**src/rtl/letter_slot_scheduler.sv**
```systemverilog
// Edit-and-commit controller for the three-slot letter display: edits land in
// shadow slots and are published to the display only on a v_sync falling edge.
module letter_slot_scheduler (
  input  logic       clk,
  input  logic       rst_n,
  input  logic       key_valid,
  input  logic [1:0] key_op,
  input  logic [5:0] key_code,
  output logic       key_ready,
  input  logic       v_sync,
  output logic [5:0] letter_sel_one,
  output logic [5:0] letter_sel_two,
  output logic [5:0] letter_sel_three,
  output logic [1:0] cursor,
  output logic       commit,
  output logic       err
);

  localparam logic [5:0] BLANK_CODE = 6'h3F;
  localparam logic [5:0] MAX_CODE   = 6'd25;

  typedef enum logic [1:0] {IDLE, APPLY, WAIT_VS, COMMIT} state_e;
  typedef enum logic [1:0] {OP_WRITE = 2'b00, OP_BKSP = 2'b01,
                            OP_CLEAR = 2'b10, OP_NOP  = 2'b11} op_e;

  state_e     state_q, state_d;
  op_e        op_q;
  logic [5:0] code_q;
  logic [5:0] sh_q [3];
  logic [5:0] sh_d [3];
  logic [1:0] cnt_q, cnt_d;
  logic [5:0] sel_q [3];
  logic [1:0] cursor_q;
  logic       err_q;
  logic       vs_q, vs_prev_q;

  logic       xfer, accept, reject, vs_fall;
  logic [1:0] bksp_idx;

  assign xfer    = key_valid & key_ready;
  assign vs_fall = vs_prev_q & ~vs_q;

  // Request classification; only meaningful while IDLE (key_ready gates xfer).
  always_comb begin
    accept = 1'b0;
    reject = 1'b0;
    if (xfer) begin
      unique case (op_e'(key_op))
        OP_WRITE: begin
          if (cnt_q == 2'd3 || key_code > MAX_CODE) reject = 1'b1;
          else                                      accept = 1'b1;
        end
        OP_BKSP: begin
          if (cnt_q == 2'd0) reject = 1'b1;
          else               accept = 1'b1;
        end
        OP_CLEAR: accept = 1'b1;
        OP_NOP:   ;
      endcase
    end
  end

  // State register
  always_ff @(posedge clk or negedge rst_n) begin
    if (!rst_n) state_q <= IDLE;
    else        state_q <= state_d;
  end

  // Next-state logic
  always_comb begin
    state_d = state_q;
    unique case (state_q)
      IDLE:    if (accept) state_d = APPLY;
      APPLY:   state_d = WAIT_VS;
      WAIT_VS: if (vs_fall) state_d = COMMIT;
      COMMIT:  state_d = IDLE;
    endcase
  end

  // Output logic
  always_comb begin
    key_ready = (state_q == IDLE);
    commit    = (state_q == COMMIT);
  end

  assign bksp_idx = cnt_q - 2'd1;

  always_comb begin
    sh_d  = sh_q;
    cnt_d = cnt_q;
    if (state_q == APPLY) begin
      unique case (op_q)
        OP_WRITE: begin
          sh_d[cnt_q] = code_q;
          cnt_d       = cnt_q + 2'd1;
        end
        OP_BKSP: begin
          sh_d[bksp_idx] = BLANK_CODE;
          cnt_d          = bksp_idx;
        end
        OP_CLEAR: begin
          for (int unsigned i = 0; i < 3; i++) sh_d[i] = BLANK_CODE;
          cnt_d = '0;
        end
        OP_NOP: ;
      endcase
    end
  end

  always_ff @(posedge clk or negedge rst_n) begin
    if (!rst_n) begin
      op_q      <= OP_NOP;
      code_q    <= '0;
      cnt_q     <= '0;
      cursor_q  <= '0;
      err_q     <= 1'b0;
      vs_q      <= 1'b1;
      vs_prev_q <= 1'b1;
      for (int unsigned i = 0; i < 3; i++) begin
        sh_q[i]  <= BLANK_CODE;
        sel_q[i] <= BLANK_CODE;
      end
    end else begin
      vs_q      <= v_sync;
      vs_prev_q <= vs_q;
      err_q     <= reject;
      sh_q      <= sh_d;
      cnt_q     <= cnt_d;
      if (accept) begin
        op_q   <= op_e'(key_op);
        code_q <= key_code;
      end
      // Edges seen outside WAIT_VS are deliberately dropped.
      if (state_q == WAIT_VS && vs_fall) begin
        sel_q    <= sh_q;
        cursor_q <= cnt_q;
      end
    end
  end

  assign letter_sel_one   = sel_q[0];
  assign letter_sel_two   = sel_q[1];
  assign letter_sel_three = sel_q[2];
  assign cursor           = cursor_q;
  assign err              = err_q;

endmodule
```
**config.mk**
```make
export PLATFORM = sky130hd
export DESIGN_NAME = letter_slot_scheduler
export DESIGN_NICKNAME = d
export VERILOG_FILES = /design/src/rtl/letter_slot_scheduler.sv
export SDC_FILE = /design/constraint.sdc
export NUM_CORES = 1
export LEC_CHECK = 0
export ABC_CLOCK_PERIOD_IN_PS = 2500
export BUFFER_PORTS_ARGS = -buffer_cell sky130_fd_sc_hd__buf_4
export CAP_MARGIN = 5
export CORE_ASPECT_RATIO = 0.6
export CORE_MARGIN = 10
export CORE_UTILIZATION = 40
export CTS_CLUSTER_DIAMETER = 30
export DETAILED_ROUTE_END_ITERATION = 16
export HOLD_SLACK_MARGIN = 0.12
export PLACE_DENSITY_LB_ADDON = 0.25
export SLEW_MARGIN = 40
export SYNTH_ARGS = -nofsm -noshare
export SYNTH_HDL_FRONTEND = slang
export SYNTH_SLANG_ARGS = --single-unit
export TNS_END_PERCENT = 10
```
**constraint.sdc**
```tcl
create_clock -name clk -period 2.5 [get_ports clk]
set_input_delay 0.125 -clock clk [delete_from_list [all_inputs] [get_ports clk]]
set_output_delay 0.125 -clock clk [all_outputs]
set_load 0.005 [all_outputs]
```
==> Implementation_results.wiki <==
{| class="wikitable"
! Metric !! Value
|-
| Proportion of synthesized chip area in sequential cells || 51.1%
|-
| Final cycle utilization of the critical path || 82.5%
|-
| Ranking of synthesized cells by area || sky130_fd_sc_hd__dfstp_2 39%, sky130_fd_sc_hd__dfrtp_1 12%, sky130_fd_sc_hd__mux2_2 7.9%, sky130_fd_sc_hd__ha_1 6.5%, sky130_fd_sc_hd__o22a_1 5.9%
|-
| Worst setup margin || 438 ps
|-
| Global placer's final weighted congestion || 0.801
|-
| Overall power after layout || 4.22 mW
|-
| Relative area change from synthesis to final layout || 20.7%
|-
| Run status || completed
|-
| Maximum level of the CTS H-tree || 2
|-
| DIE HEIGHT || 83.5 um
|-
| R2r setup slk || 440 ps
|-
| Min cycle time layout || 2060 ps
|-
| Maximum count of clock buffers along a single path || 2
|-
| Post-detailed-placement cell area || 3020 um2
|-
| Maximum vdd drop || 0.507 mV
|-
| Final ANT Viol Nets || 0
|-
| Achievable clock frequency || 0.485 GHz
|-
| Worst clock skew || 8.73 ps
|-
| CTS tree || built
|-
| Post-cts repair resize count || 0
|-
| Setup-violating endpoint count in the final report || 0
|-
| RSZ-0062 raised after global routing || no
|-
| Number of antenna diodes || 0
|-
| Final Routed Wirelength || 5.66 mm
|-
| Number of clock sinks || 53
|-
| Largest net degree at the start of global routing || 54
|-
| Number of nets at the end of the flow || 287
|-
| Number of vias per cell || 5.06
|-
| Ys Warns || 0
|-
| Vias in the first global route || 1868
|-
| Utilization after layout || 49.3%
|-
| Total half-perimeter wirelength after legalization and detailed placement || 4.04 mm
|-
| Buffer count from post-CTS setup fixing || 0
|-
| Number of flip-flops and latches in the synthesized netlist || 53
|-
| Clock latency on the worst-skew pair || 310 ps
|-
| Pre-CTS setup slack || 484 ps
|-
| Final Hold Vio Count || 0
|-
| Mapped Nets || 240
|-
| Number of port buffers || 34
|-
| Core Region || 6590 um2
|-
| Power Dens Cells || 1300 nW/um2
|-
| Starting density of the core || 40.8%
|-
| LEAKAGE || 1.53 nW
|-
| Initial antenna violation count || 0
|-
| Vias after detailed routing || 1767
|-
| Cell count after synthesis || 214
|-
| Required time of the critical path || 2750 ps
|-
| Global-route total usage across every layer || 10.9%
|-
| Width of the chip || 126 um
|-
| Wire length per cell || 16.2 um
|-
| Yosys top cell by area || sky130_fd_sc_hd__dfstp_2
|-
| Drt first pass iters || 4
|-
| Top-level port count || 35
|-
| Number of DRC markers after the initial detailed-route iteration || 103
|-
| Final TNS setup || 0 ps
|-
| WHS || 368 ps
|-
| Area of the die || 10500 um2
|-
| Count of distinct cell types in the synthesized netlist || 33
|-
| Number of DRC violations after detailed routing || 0
|-
| Area of all placed cells without fillers || 3250 um2
|-
| Category of the critical setup timing path || flip-flop to flip-flop
|-
| Number of placement rows || 23
|-
| Placed Cells incl. Taps || 330
|-
| Crit path arrival time || 2320 ps
|-
| Total gr overflow || 0
|-
| Fraction of registers with async set/reset || 100%
|-
| Share of final-layout standard cells stronger than drive strength 1 || 44.7%
|-
| Post-synthesis instance area || 2690 um2
|-
| Element type at the critical path end || flip-flop
|-
| Number of standard cells in the final layout excluding fillers || 349
|-
| Max FO, Critical Path || 7
|-
| Max-slew violation total from the final report || 0
|-
| Actual slew at the worst max-slew pin || 699 ps
|-
| Wire length of the first global-routing pass || 9.44 mm
|-
| Number of buffers added by the clock tree synthesis step || 5
|-
| Category of the worst setup path launch point || flip-flop
|-
| Total of max-cap violations || 0
|-
| Number of enable flip-flop cells after synthesis || 0
|-
| Post-CTS clock slew at the launch and capture registers of the worst setup and hold paths || 90 ps
|-
| Fraction of synthesized cell area taken by the top area cell type || 39.1%
|-
| Remaining max-slew budget at the tightest pin || 53.2%
|-
| Top FF cell, synth || sky130_fd_sc_hd__dfstp_2
|-
| Worst min path class || input pin to flip-flop
|-
| CTS Root Buffer Type || sky130_fd_sc_hd__clkbuf_8
|-
| Mean cell area of the mapped netlist || 12.6 um2
|}
-- synth_stat cells (all sizes together), types with 3 or more instances --
cell     n
dfrtp   13
o22a    18
dfstp   40
and2     6
nor2     3
nor2b    4
inv     10
a21oi    5
buf      7
a21o    19
o21a    18
ha      14
nand2    9
nand2b   4
o21ai    5
mux2    25
-- layout make-up --
cell class	instances	area, um2
inverter	10	37.5
fill	609	3340
sequential	53	1380
multi-input combinational	142	1210
clock buffer	6	82.6
tap	87	109
timing repair buffer	49	395
clock inverter	2	37.5
-- placed cells by master (no fill, tap or decap), types with 2 or more instances in the layout --
master and n:
sky130_fd_sc_hd__nand2b_1 4, sky130_fd_sc_hd__nor2b_1 3, sky130_fd_sc_hd__mux2_4 6, sky130_fd_sc_hd__dfrtp_1 13, sky130_fd_sc_hd__mux2_2 19, sky130_fd_sc_hd__a22o_1 2, sky130_fd_sc_hd__dlygate4sd3_1 11, sky130_fd_sc_hd__o22a_1 18
sky130_fd_sc_hd__and2_1 5, sky130_fd_sc_hd__ha_1 14, sky130_fd_sc_hd__clkbuf_8 6, sky130_fd_sc_hd__nor2_1 3, sky130_fd_sc_hd__inv_1 10, sky130_fd_sc_hd__dfstp_2 40, sky130_fd_sc_hd__o21a_1 18, sky130_fd_sc_hd__a21oi_1 2
sky130_fd_sc_hd__a21oi_2 3, sky130_fd_sc_hd__buf_4 38, sky130_fd_sc_hd__nand2_1 9, sky130_fd_sc_hd__a21o_1 19, sky130_fd_sc_hd__o21ai_0 4, sky130_fd_sc_hd__o211ai_1 2
-- layer usage --
| metal | track usage (%) | up-vias | share of wire (%) |
|---|---|---|---|
| met2 | 15.5 | 30 | 43 |
| met3 | 3.62 | 5 | 4.7 |
| met1 | 15.1 | 875 | 51 |
| met4 | 3.40 | 0 | 1.0 |
| li1 | - | 857 | - |
| met5 | 0 | - | 0 |
-- timing repair --
item                                    CTS  global route
hold buffers                             11             0
hold endpoints to repair                 23             0
endpoints found under the setup margin    0             0
-- final timing paths --
check / from / end / cells after the start
worst max-delay path: cnt_q[0] / err / 6
worst min-delay path: key_valid / state_q[1] / 4
worst max register to register: cnt_q[0] / err / 6
worst min register to register: vs_q / vs_prev_q / 0
max in group asynchronous: rst_n / code_q[3] / 2
min in group asynchronous: rst_n / state_q[0] / 2
-- cells by family (layout without fill, tap and decap cells) --
kind of cell               Yosys count  count (layout)  synth area share, %
AOI/OAI and AO/OA                   75              75                 21.7
DFF                                 53              53                 51.1
and+or+nand+nor                     28              28                 5.39
muxes                               25              25                 11.3
buffers and inverters               19              67                 3.95
adders and majority gates           14              14                 6.51
-- critical path: stages, from the launching register on --
cell and delay, ps:
sky130_fd_sc_hd__dfrtp_1 500, sky130_fd_sc_hd__ha_1 200, sky130_fd_sc_hd__nor2_1 60, sky130_fd_sc_hd__and2_1 160, sky130_fd_sc_hd__nor2b_1 130, sky130_fd_sc_hd__a2111oi_0 360
sky130_fd_sc_hd__dlygate4sd3_1 610
-- power by group --
| part | internal [mW] | total [mW] | switching, mW |
|---|---|---|---|
| Clock | 0.326 | 0.620 | 0.294 |
| Combinational | 0.991 | 1.88 | 0.890 |
| Sequential | 1.43 | 1.72 | 0.287 |
Power figures use the tool's default switching activity.
